**src/rtl/traffic_pkg.sv**
```systemverilog
// Shared types and lamp patterns for the single-intersection traffic light.
// Lamp vectors are packed as {red, yellow, green, ped_red, ped_green}.
package traffic_pkg;

    typedef enum logic [2:0] {
        S_GREEN  = 3'd0,
        S_YELLOW = 3'd1,
        S_ALLRED = 3'd2,
        S_WALK   = 3'd3,
        S_PEDCLR = 3'd4
    } state_e;

    typedef logic [4:0] lamps_t;

    localparam lamps_t LAMPS_GREEN  = 5'b00110;
    localparam lamps_t LAMPS_YELLOW = 5'b01010;
    localparam lamps_t LAMPS_ALLRED = 5'b10010;
    localparam lamps_t LAMPS_WALK   = 5'b10001;
    localparam lamps_t LAMPS_PEDCLR = 5'b10010;

    // A zero duration would skip a state; clamp it to one clock.
    function automatic int unsigned eff_cycles(input int unsigned c);
        return (c == 0) ? 1 : c;
    endfunction

    function automatic int unsigned max2(input int unsigned a,
                                         input int unsigned b);
        return (a > b) ? a : b;
    endfunction

    // Unknown encodings show the safe all-red pattern.
    function automatic lamps_t lamps_of(input state_e s);
        lamps_t l;
        case (s)
            S_GREEN:  l = LAMPS_GREEN;
            S_YELLOW: l = LAMPS_YELLOW;
            S_ALLRED: l = LAMPS_ALLRED;
            S_WALK:   l = LAMPS_WALK;
            S_PEDCLR: l = LAMPS_PEDCLR;
            default:  l = LAMPS_ALLRED;
        endcase
        return l;
    endfunction

endpackage

```
**src/rtl/phase_timer.sv**
```systemverilog
// Loadable down-counter that times one light phase.
// Holds at zero until reloaded, so it can never wrap.
module phase_timer #(
    parameter int unsigned   W       = 8,
    parameter logic [W-1:0]  RST_VAL = '0
) (
    input  logic         clk_i,
    input  logic         rst_ni,
    input  logic         load_i,
    input  logic [W-1:0] load_val_i,
    output logic         done_o
);

    logic [W-1:0] cnt_q;
    logic [W-1:0] cnt_d;

    // Load has priority; otherwise count down and stick at zero.
    always_comb begin
        cnt_d = cnt_q;
        if (load_i) begin
            cnt_d = load_val_i;
        end else if (cnt_q != '0) begin
            cnt_d = cnt_q - W'(1);
        end
    end

    // Counter register; reset preloads the first phase duration.
    always_ff @(posedge clk_i or negedge rst_ni) begin
        if (!rst_ni) begin
            cnt_q <= RST_VAL;
        end else begin
            cnt_q <= cnt_d;
        end
    end

    assign done_o = (cnt_q == '0);

endmodule

```
**src/rtl/traffic_lights.sv**
```systemverilog
// Free-running vehicle/pedestrian signal controller for one intersection.
// Sequence: green, yellow, all-red, walk, pedestrian clearance, repeat.
module traffic_lights
    import traffic_pkg::*;
#(
    parameter int unsigned GREEN_CYCLES  = 40,
    parameter int unsigned YELLOW_CYCLES = 10,
    parameter int unsigned ALLRED_CYCLES = 5,
    parameter int unsigned WALK_CYCLES   = 30,
    parameter int unsigned PEDCLR_CYCLES = 5
) (
    input  logic clk,
    input  logic reset,
    output logic red,
    output logic yellow,
    output logic green,
    output logic ped_red,
    output logic ped_green
);

    localparam int unsigned G_EFF  = eff_cycles(GREEN_CYCLES);
    localparam int unsigned Y_EFF  = eff_cycles(YELLOW_CYCLES);
    localparam int unsigned AR_EFF = eff_cycles(ALLRED_CYCLES);
    localparam int unsigned W_EFF  = eff_cycles(WALK_CYCLES);
    localparam int unsigned PC_EFF = eff_cycles(PEDCLR_CYCLES);

    localparam int unsigned MAX_D =
        max2(max2(max2(G_EFF, Y_EFF), max2(AR_EFF, W_EFF)), PC_EFF);
    localparam int unsigned CW = $clog2(MAX_D + 1);

    localparam logic [CW-1:0] G_LD  = CW'(G_EFF - 1);
    localparam logic [CW-1:0] Y_LD  = CW'(Y_EFF - 1);
    localparam logic [CW-1:0] AR_LD = CW'(AR_EFF - 1);
    localparam logic [CW-1:0] W_LD  = CW'(W_EFF - 1);
    localparam logic [CW-1:0] PC_LD = CW'(PC_EFF - 1);

    function automatic logic [CW-1:0] load_of(input state_e s);
        logic [CW-1:0] v;
        case (s)
            S_GREEN:  v = G_LD;
            S_YELLOW: v = Y_LD;
            S_ALLRED: v = AR_LD;
            S_WALK:   v = W_LD;
            S_PEDCLR: v = PC_LD;
            default:  v = AR_LD;
        endcase
        return v;
    endfunction

    state_e        state_q;
    state_e        state_d;
    logic          boot_q;
    logic          boot_d;
    lamps_t        lamps_q;
    logic          done;
    logic          load;
    logic [CW-1:0] load_val;

    phase_timer #(
        .W       (CW),
        .RST_VAL (AR_LD)
    ) u_timer (
        .clk_i      (clk),
        .rst_ni     (reset),
        .load_i     (load),
        .load_val_i (load_val),
        .done_o     (done)
    );

    // Next state and timer reload. The all-red phase entered from reset
    // (boot_q set) exits straight to green instead of to walk.
    always_comb begin
        state_d = state_q;
        boot_d  = boot_q;
        load    = 1'b0;
        case (state_q)
            S_GREEN: begin
                if (done) begin
                    state_d = S_YELLOW;
                    load    = 1'b1;
                end
            end
            S_YELLOW: begin
                if (done) begin
                    state_d = S_ALLRED;
                    load    = 1'b1;
                end
            end
            S_ALLRED: begin
                if (done) begin
                    state_d = boot_q ? S_GREEN : S_WALK;
                    boot_d  = 1'b0;
                    load    = 1'b1;
                end
            end
            S_WALK: begin
                if (done) begin
                    state_d = S_PEDCLR;
                    load    = 1'b1;
                end
            end
            S_PEDCLR: begin
                if (done) begin
                    state_d = S_GREEN;
                    load    = 1'b1;
                end
            end
            default: begin
                state_d = S_ALLRED;
                boot_d  = 1'b1;
                load    = 1'b1;
            end
        endcase
        load_val = load_of(state_d);
    end

    // State, boot flag and registered lamp decode share one edge.
    always_ff @(posedge clk or negedge reset) begin
        if (!reset) begin
            state_q <= S_ALLRED;
            boot_q  <= 1'b1;
            lamps_q <= LAMPS_ALLRED;
        end else begin
            state_q <= state_d;
            boot_q  <= boot_d;
            lamps_q <= lamps_of(state_d);
        end
    end

    assign {red, yellow, green, ped_red, ped_green} = lamps_q;

endmodule

```
**config.mk**
```make
export PLATFORM = sky130hd
export DESIGN_NAME = traffic_lights
export DESIGN_NICKNAME = d
export VERILOG_FILES = /design/src/rtl/traffic_pkg.sv /design/src/rtl/phase_timer.sv /design/src/rtl/traffic_lights.sv
export SDC_FILE = /design/constraint.sdc
export NUM_CORES = 1
export LEC_CHECK = 0
export BUFFER_PORTS_ARGS = -buffer_cell sky130_fd_sc_hd__buf_2
export CORE_MARGIN = 1.5
export CORE_UTILIZATION = 45
export CTS_BUF_LIST = sky130_fd_sc_hd__clkbuf_8
export DETAILED_ROUTE_END_ITERATION = 10
export PLACE_DENSITY = 0.72
export SYNTH_ARGS = -nofsm -noshare
export SYNTH_HDL_FRONTEND = slang
export SYNTH_SLANG_ARGS = --single-unit
```
**constraint.sdc**
```tcl
create_clock -name clk -period 2.9 [get_ports clk]
set_input_delay 0.58 -clock clk [delete_from_list [all_inputs] [get_ports clk]]
set_output_delay 0.58 -clock clk [all_outputs]
set_load 0.005 [all_outputs]
```
==> impl_metrics.tcl, run 1 <==
set metrics [dict create \
    status "finished, final reports clean" \
    grt-ovfl-total 0 \
    drtPass1Iterations 4 \
    clkTransAtPathRegs_ns 0.05 \
    synth_area_leaders "dfrtp_1 (32%), dfstp_2 (17%), nor2_1 (5.2%)" \
    grt_pass1_vias 617 \
    rows 14 \
    peakVddDrop_mv 0.3384 \
    postCtsSetupBuffers 0 \
    synth_cells 84 \
    numCtsBuffers 3 \
    async_flop_share_pct 100.0 \
    period_share_pct 68.46 \
    synth.net_count 87 \
    r2r-start "u_timer.cnt_q[0]$_DFFE_PN0P_" \
    powerDensity_nw_per_um2 425.3 \
    dieArea_um2 2021 \
    postLayoutSetupSlackWorst_ns 0.9146 \
    crit_fanout 7 \
    vias 657 \
    min_path_type "in -> async" \
    cts_hold_buffers 0 \
    nNetsFinal 95 \
    placed_cells 103 \
    cellLeakagePower_nw 0.3979 \
    crit_arrival_ns 2.11 \
    antenna_found_initial 0 \
    synth_area_leader_cell "dfrtp_1" \
    cts.sinks 15 \
    grt_max_degree 20 \
    antenna_cells 0 \
    coreArea_um2 1577 \
    worst_slew_pin_slew_ns 0.5625 \
    clkLatencyLatePin_ns 0.24 \
    drt-vias-per-instance 6.140 \
    grt_use_total_pct 17.99 \
    synthMostInstantiatedCell "nor2_1" \
    final.setup.tns_ns 0 \
    slew_headroom_pct 62.50 \
    ys_warn_count 0 \
    ys.flop_type "dfrtp_1" \
    wirelength_mm 1.505 \
    pre_cts_ws_ns 0.9239 \
    end_kind "flop" \
    r2r_end "u_timer.cnt_q[1]$_DFFE_PN0P_" \
    cts_root_buf "clkbuf_8" \
    max_freq_ghz 0.5037 \
    clock-skew-final_ns 0.0006269 \
    ys_types 33 \
    wl_per_cell_um 14.07 \
    drc_errors 0 \
    ff2ff_path_depth 6 \
    syn_avg_cell_area_um2 9.429 \
    io_pins 7 \
    final_area_um2 874.6 \
    reg2reg_slack_ns 0.91 \
    dp_hpwl_mm 1.096 \
    worstSetupStartpointType "flop" \
    seq_area_frac_synth_pct 48.18 \
    gp_congestion 0.8333 \
    crit_type "reg -> reg" \
    finalHoldViolCount 0 \
    htreeDepth 1 \
    ys_top_cells_by_count "nor2_1 (11), dfrtp_1 (10), nand2_1 (9)" \
    cts_resized 0 \
    fp.dieH_um 44.95 \
    yosysTopAreaCellShare_pct 31.60 \
    first_iter_violations 19 \
    final_cell_count_no_fill 107 \
    worst-endpoint-required_ns 3.03 \
    syn_to_final_growth_pct 10.43 \
    ant_nets 0 \
    syn_area_um2 792.0 \
    die_w_um 44.95 \
    nFillCells 145 \
    ys_seq_elements 15 \
    layout_min_cycle_time_ns 1.985 \
    port_buffers 6 \
    slew_violations 0 \
    rsz0062_at_grt "no" \
    setup_viol 0 \
    fin_util_pct 55.48 \
    clockBufferDepth 2 \
    drv_cap 0 \
    cts_tree "yes" \
    synth_edf_count 0 \
    post_dp_cell_area_um2 829.5 \
    drive_above_1_share_pct 20.88 \
    grt_pass1_wl_mm 2.594 \
    initial_core_util_pct 50.24 \
]
[layout by cell type (no fill, tap or decap), drive strengths merged, types with 2 or more instances in the layout]
master  count
inv         7
o21ai       5
a31oi       4
dfrtp      10
nand3       3
xor2        2
nor2       11
clkbuf      3
dfstp       5
nor3        3
nand2       9
a21oi       5
buf         6
[cell families after synthesis]
group           synth area share [%]
buf+inv                        4.423
simple gates                   20.22
mux                            1.264
compound gates                 22.12
fa+ha+maj                      1.580
xor+xnor                       2.212
flops                          48.18
[worst max path at each step]
stage	end	start	cells past startpoint	slack [ns]
5_1_grt	lamps_q[2]$_DFF_PN0_	u_timer.cnt_q[0]$_DFFE_PN0P_	6	0.82
2_1_floorplan	u_timer.cnt_q[1]$_DFFE_PN0P_	u_timer.cnt_q[0]$_DFFE_PN0P_	6	1.12
3_3_place_gp	u_timer.cnt_q[1]$_DFFE_PN0P_	u_timer.cnt_q[0]$_DFFE_PN0P_	6	0.97
3_5_place_dp	u_timer.cnt_q[1]$_DFFE_PN0P_	u_timer.cnt_q[0]$_DFFE_PN0P_	6	0.92
4_1_cts	u_timer.cnt_q[1]$_DFFE_PN0P_	u_timer.cnt_q[0]$_DFFE_PN0P_	6	0.92
6_report	u_timer.cnt_q[1]$_DFFE_PN0P_	u_timer.cnt_q[0]$_DFFE_PN0P_	6	0.91
[where the power goes]
part	switching [W]	internal (W)	leakage, nW	total (W)
sequential	0	0.000210	0.182	0.000210
clock	0.0000644	0.0000935	0.0269	0.000158
combinational	0.00000373	0.000000492	0.189	0.00000422
[area by class of cell]
cell class	count	area, um2	area share, %
inverters	6	22.52	2.575
flip-flops and latches	15	381.6	43.63
multi-input cells	60	375.4	42.92
well taps	16	20.02	2.289
repair buffers	6	30.03	3.433
clock inverters	1	3.754	0.4292
clock buffers	3	41.29	4.721
[metal layers]
| layer | GRT usage, % | part of all wire [%] |
|---|---|---|
| met1 | 23.08 | 46 |
| met2 | 28.00 | 47 |
| met3 | 6.000 | 5.8 |
| met4 | 7.059 | 1.3 |
| met5 | 0 | 0 |
[sequential cells by signal, indices dropped and copies added, names as in the netlist]
| signal | count |
|---|---|
| state_q | 3 |
| lamps_q | 5 |
| boot_q | 1 |
| u_timer.cnt_q | 6 |
[critical path, stage by stage (launching register included)]
cell	delay, ns
dfrtp_1	0.40
inv_1	0.09
ha_1	0.25
or3b_4	0.43
nor3_4	0.32
nor3_2	0.07
a311o_1	0.32
[metrics by stage]
step	power [W]	hold slack [ns]
final	0.0003720	0.2267
after global routing	0.0003878	0.2496
after CTS	0.0003763	0.2341
after detailed placement	0.0002177	0.4946
after global placement	0.0002178	0.4952
after floorplan	0.0002133	0.2844
Power figures use the tool's default switching activity.
==> inputs of run 2 (changes only) <==
- clock period: 2.9 -> 2.05 ns (I/O delays scaled with it)
==> run 2 against run 1 <==
Sequential power rose by 41%. Non-clock buffer count rose by 1. Global-route usage fell by 0.44 points. Critical path depth did not move. Clock skew barely moved. Via count fell by 0.30%. Final cell count rose by 0.93%. Setup slack got worse by 0.82 ns. Utilization rose by 0.56 points. Critical path type unchanged. Largest power group unchanged.
==> impl_metrics.tcl, run 2 (same netlist as run 1, synthesis figures left out) <==
set metrics [dict create \
    r2r-start "u_timer.cnt_q[0]$_DFFE_PN0P_" \
    clock-skew-final_ns 0.0008639 \
    dieArea_um2 2021 \
    layout_min_cycle_time_ns 1.955 \
    fp.dieH_um 44.95 \
    largest_reg_flops 6 \
    top_regs "u_timer.cnt_q: 6 flops, lamps_q: 5 flops, state_q: 3 flops" \
    antenna_cells 0 \
    postCtsSetupBuffers 0 \
    min_path_type "in -> async" \
    cts_resized 0 \
    cts_root_buf "clkbuf_8" \
    worst-endpoint-required_ns 2.18 \
    pre_cts_ws_ns 0.1175 \
    setup_viol 0 \
    gp_congestion 0.8006 \
    die_w_um 44.95 \
    routed-wl-met3_um 88 \
    end_kind "flop" \
    peakVddDrop_mv 0.4820 \
    grt_use_total_pct 17.55 \
    slew_violations 0 \
    io_pins 7 \
    coreArea_um2 1577 \
    status "finished, final reports clean" \
    grt_pass1_wl_mm 2.511 \
    nNetsFinal 96 \
    final_common_cell "nor2_1" \
    worstSetupStartpointType "flop" \
    first_iter_violations 40 \
    period_share_pct 95.35 \
    crit_fanout 7 \
    ant_nets 0 \
    crit_arrival_ns 2.09 \
    slowest_delay_ns 0.42 \
    final_cell_count_no_fill 108 \
    drc_errors 0 \
    cellLeakagePower_nw 0.4006 \
    numCtsBuffers 3 \
    final.setup.tns_ns 0 \
    dp_hpwl_mm 1.101 \
    drtPass1Iterations 6 \
    placed_cells 104 \
    largest_register "u_timer.cnt_q" \
    path_cells "inv_1, ha_1, or3b_4, nor3_4, nor3_2, a311o_1" \
    cts.sinks 15 \
    crit_type "reg -> reg" \
    m1WireLength_um 738 \
    routed.top_layer "met4" \
    clkTransAtPathRegs_ns 0.06 \
    vias 655 \
    grt-ovfl-total 0 \
    drive_above_1_share_pct 22.83 \
    layout_common_cells "nor2_1 (11), dfrtp_1 (10), nand2_1 (9), inv_1 (6), buf_2 (6)" \
    port_buffers 6 \
    drv_cap 0 \
    slew_headroom_pct 61.66 \
    clockBufferDepth 2 \
    rows 14 \
    syn_to_final_growth_pct 11.53 \
    postLayoutSetupSlackWorst_ns 0.09533 \
    clkLatencyLatePin_ns 0.25 \
    worst_slew_pin_slew_ns 0.5752 \
    wirelength_mm 1.529 \
    rsz0062_at_grt "no" \
    max_freq_ghz 0.5116 \
    grt_max_degree 20 \
    htreeDepth 1 \
    drt-vias-per-instance 6.065 \
    finalHoldViolCount 0 \
    wl_met2_um 694 \
    powerDensity_nw_per_um2 611.8 \
    cp_slowest_cell "or3b_4" \
    antenna_found_initial 0 \
    cts_hold_buffers 0 \
    grt_pass1_vias 574 \
    cts_tree "yes" \
    wl_per_cell_um 14.16 \
    initial_core_util_pct 50.24 \
    cp-startpoint "u_timer.cnt_q[0]$_DFFE_PN0P_" \
]
## run 2: cell types whose count changed in the layout (fill, tap and decap cells not counted)
cell | previous run | this run
clkinv_2 | 0 | 1
inv_1 | 7 | 6
buf_4 | 0 | 1
## run 2: final timing paths
kind	slack, ns	to	depth (start not counted)
hold reg to reg	0.57	boot_q$_DFFE_PN1P_	2
hold / removal	0.05	u_timer.cnt_q[5]$_DFFE_PN0P_	1
setup reg to reg	0.1	u_timer.cnt_q[1]$_DFFE_PN0P_	6
max in group asynchronous	1.71	state_q[1]$_DFF_PN1_	1
setup / recovery	0.1	u_timer.cnt_q[1]$_DFFE_PN0P_	6
min in group clk	0.57	boot_q$_DFFE_PN1P_	2
## run 2: area by class of cell
| class | instances | area (um2) |
|---|---|---|
| tap | 16 | 20.02 |
| clock buffer | 3 | 41.29 |
| sequential | 15 | 381.6 |
| fill | 148 | 693.2 |
| clock inverter | 1 | 5.005 |
| multi-input combinational | 60 | 375.4 |
| timing repair buffer | 7 | 37.54 |
| inverter | 6 | 22.52 |
## run 2: where the power goes
| part | internal, W | switching [W] | leakage (nW) |
|---|---|---|---|
| logic | 0.000000696 | 0.00000521 | 0.193 |
| registers | 0.000297 | 0 | 0.182 |
| clock network | 0.000134 | 0.000103 | 0.0255 |
## run 2: critical path, delay by kind of cell (launching register included)
family / cells / cell delay, ns
AND/OR/NAND/NOR: 3 / 0.77
buffers and inverters: 1 / 0.09
AO/OA/AOI/OAI: 1 / 0.33
adder cells (fa/ha/maj): 1 / 0.25
flip-flops: 1 / 0.40
## run 2: layer usage
metal | GRT usage, % | vias to the layer above
li1 | - | 318
met1 | 24.35 | 313
met2 | 26.00 | 22
met3 | 4.800 | 2
met4 | 7.059 | 0
met5 | 0 | -
## run 2: through the flow
stage / hold slack, ns / utilization [%] / instance area [um2] / total power [W]
after floorplan: 0.1144 / - / 792.0 / 0.0003017
after global placement: 0.3284 / 53.10 / 837.1 / 0.0003082
after detailed placement: 0.3270 / 53.10 / 837.1 / 0.0003081
after CTS: 0.05994 / 56.03 / 883.3 / 0.0005482
after global routing: 0.08118 / 56.03 / 883.3 / 0.0005623
final: 0.04993 / 56.03 / 883.3 / 0.0005404
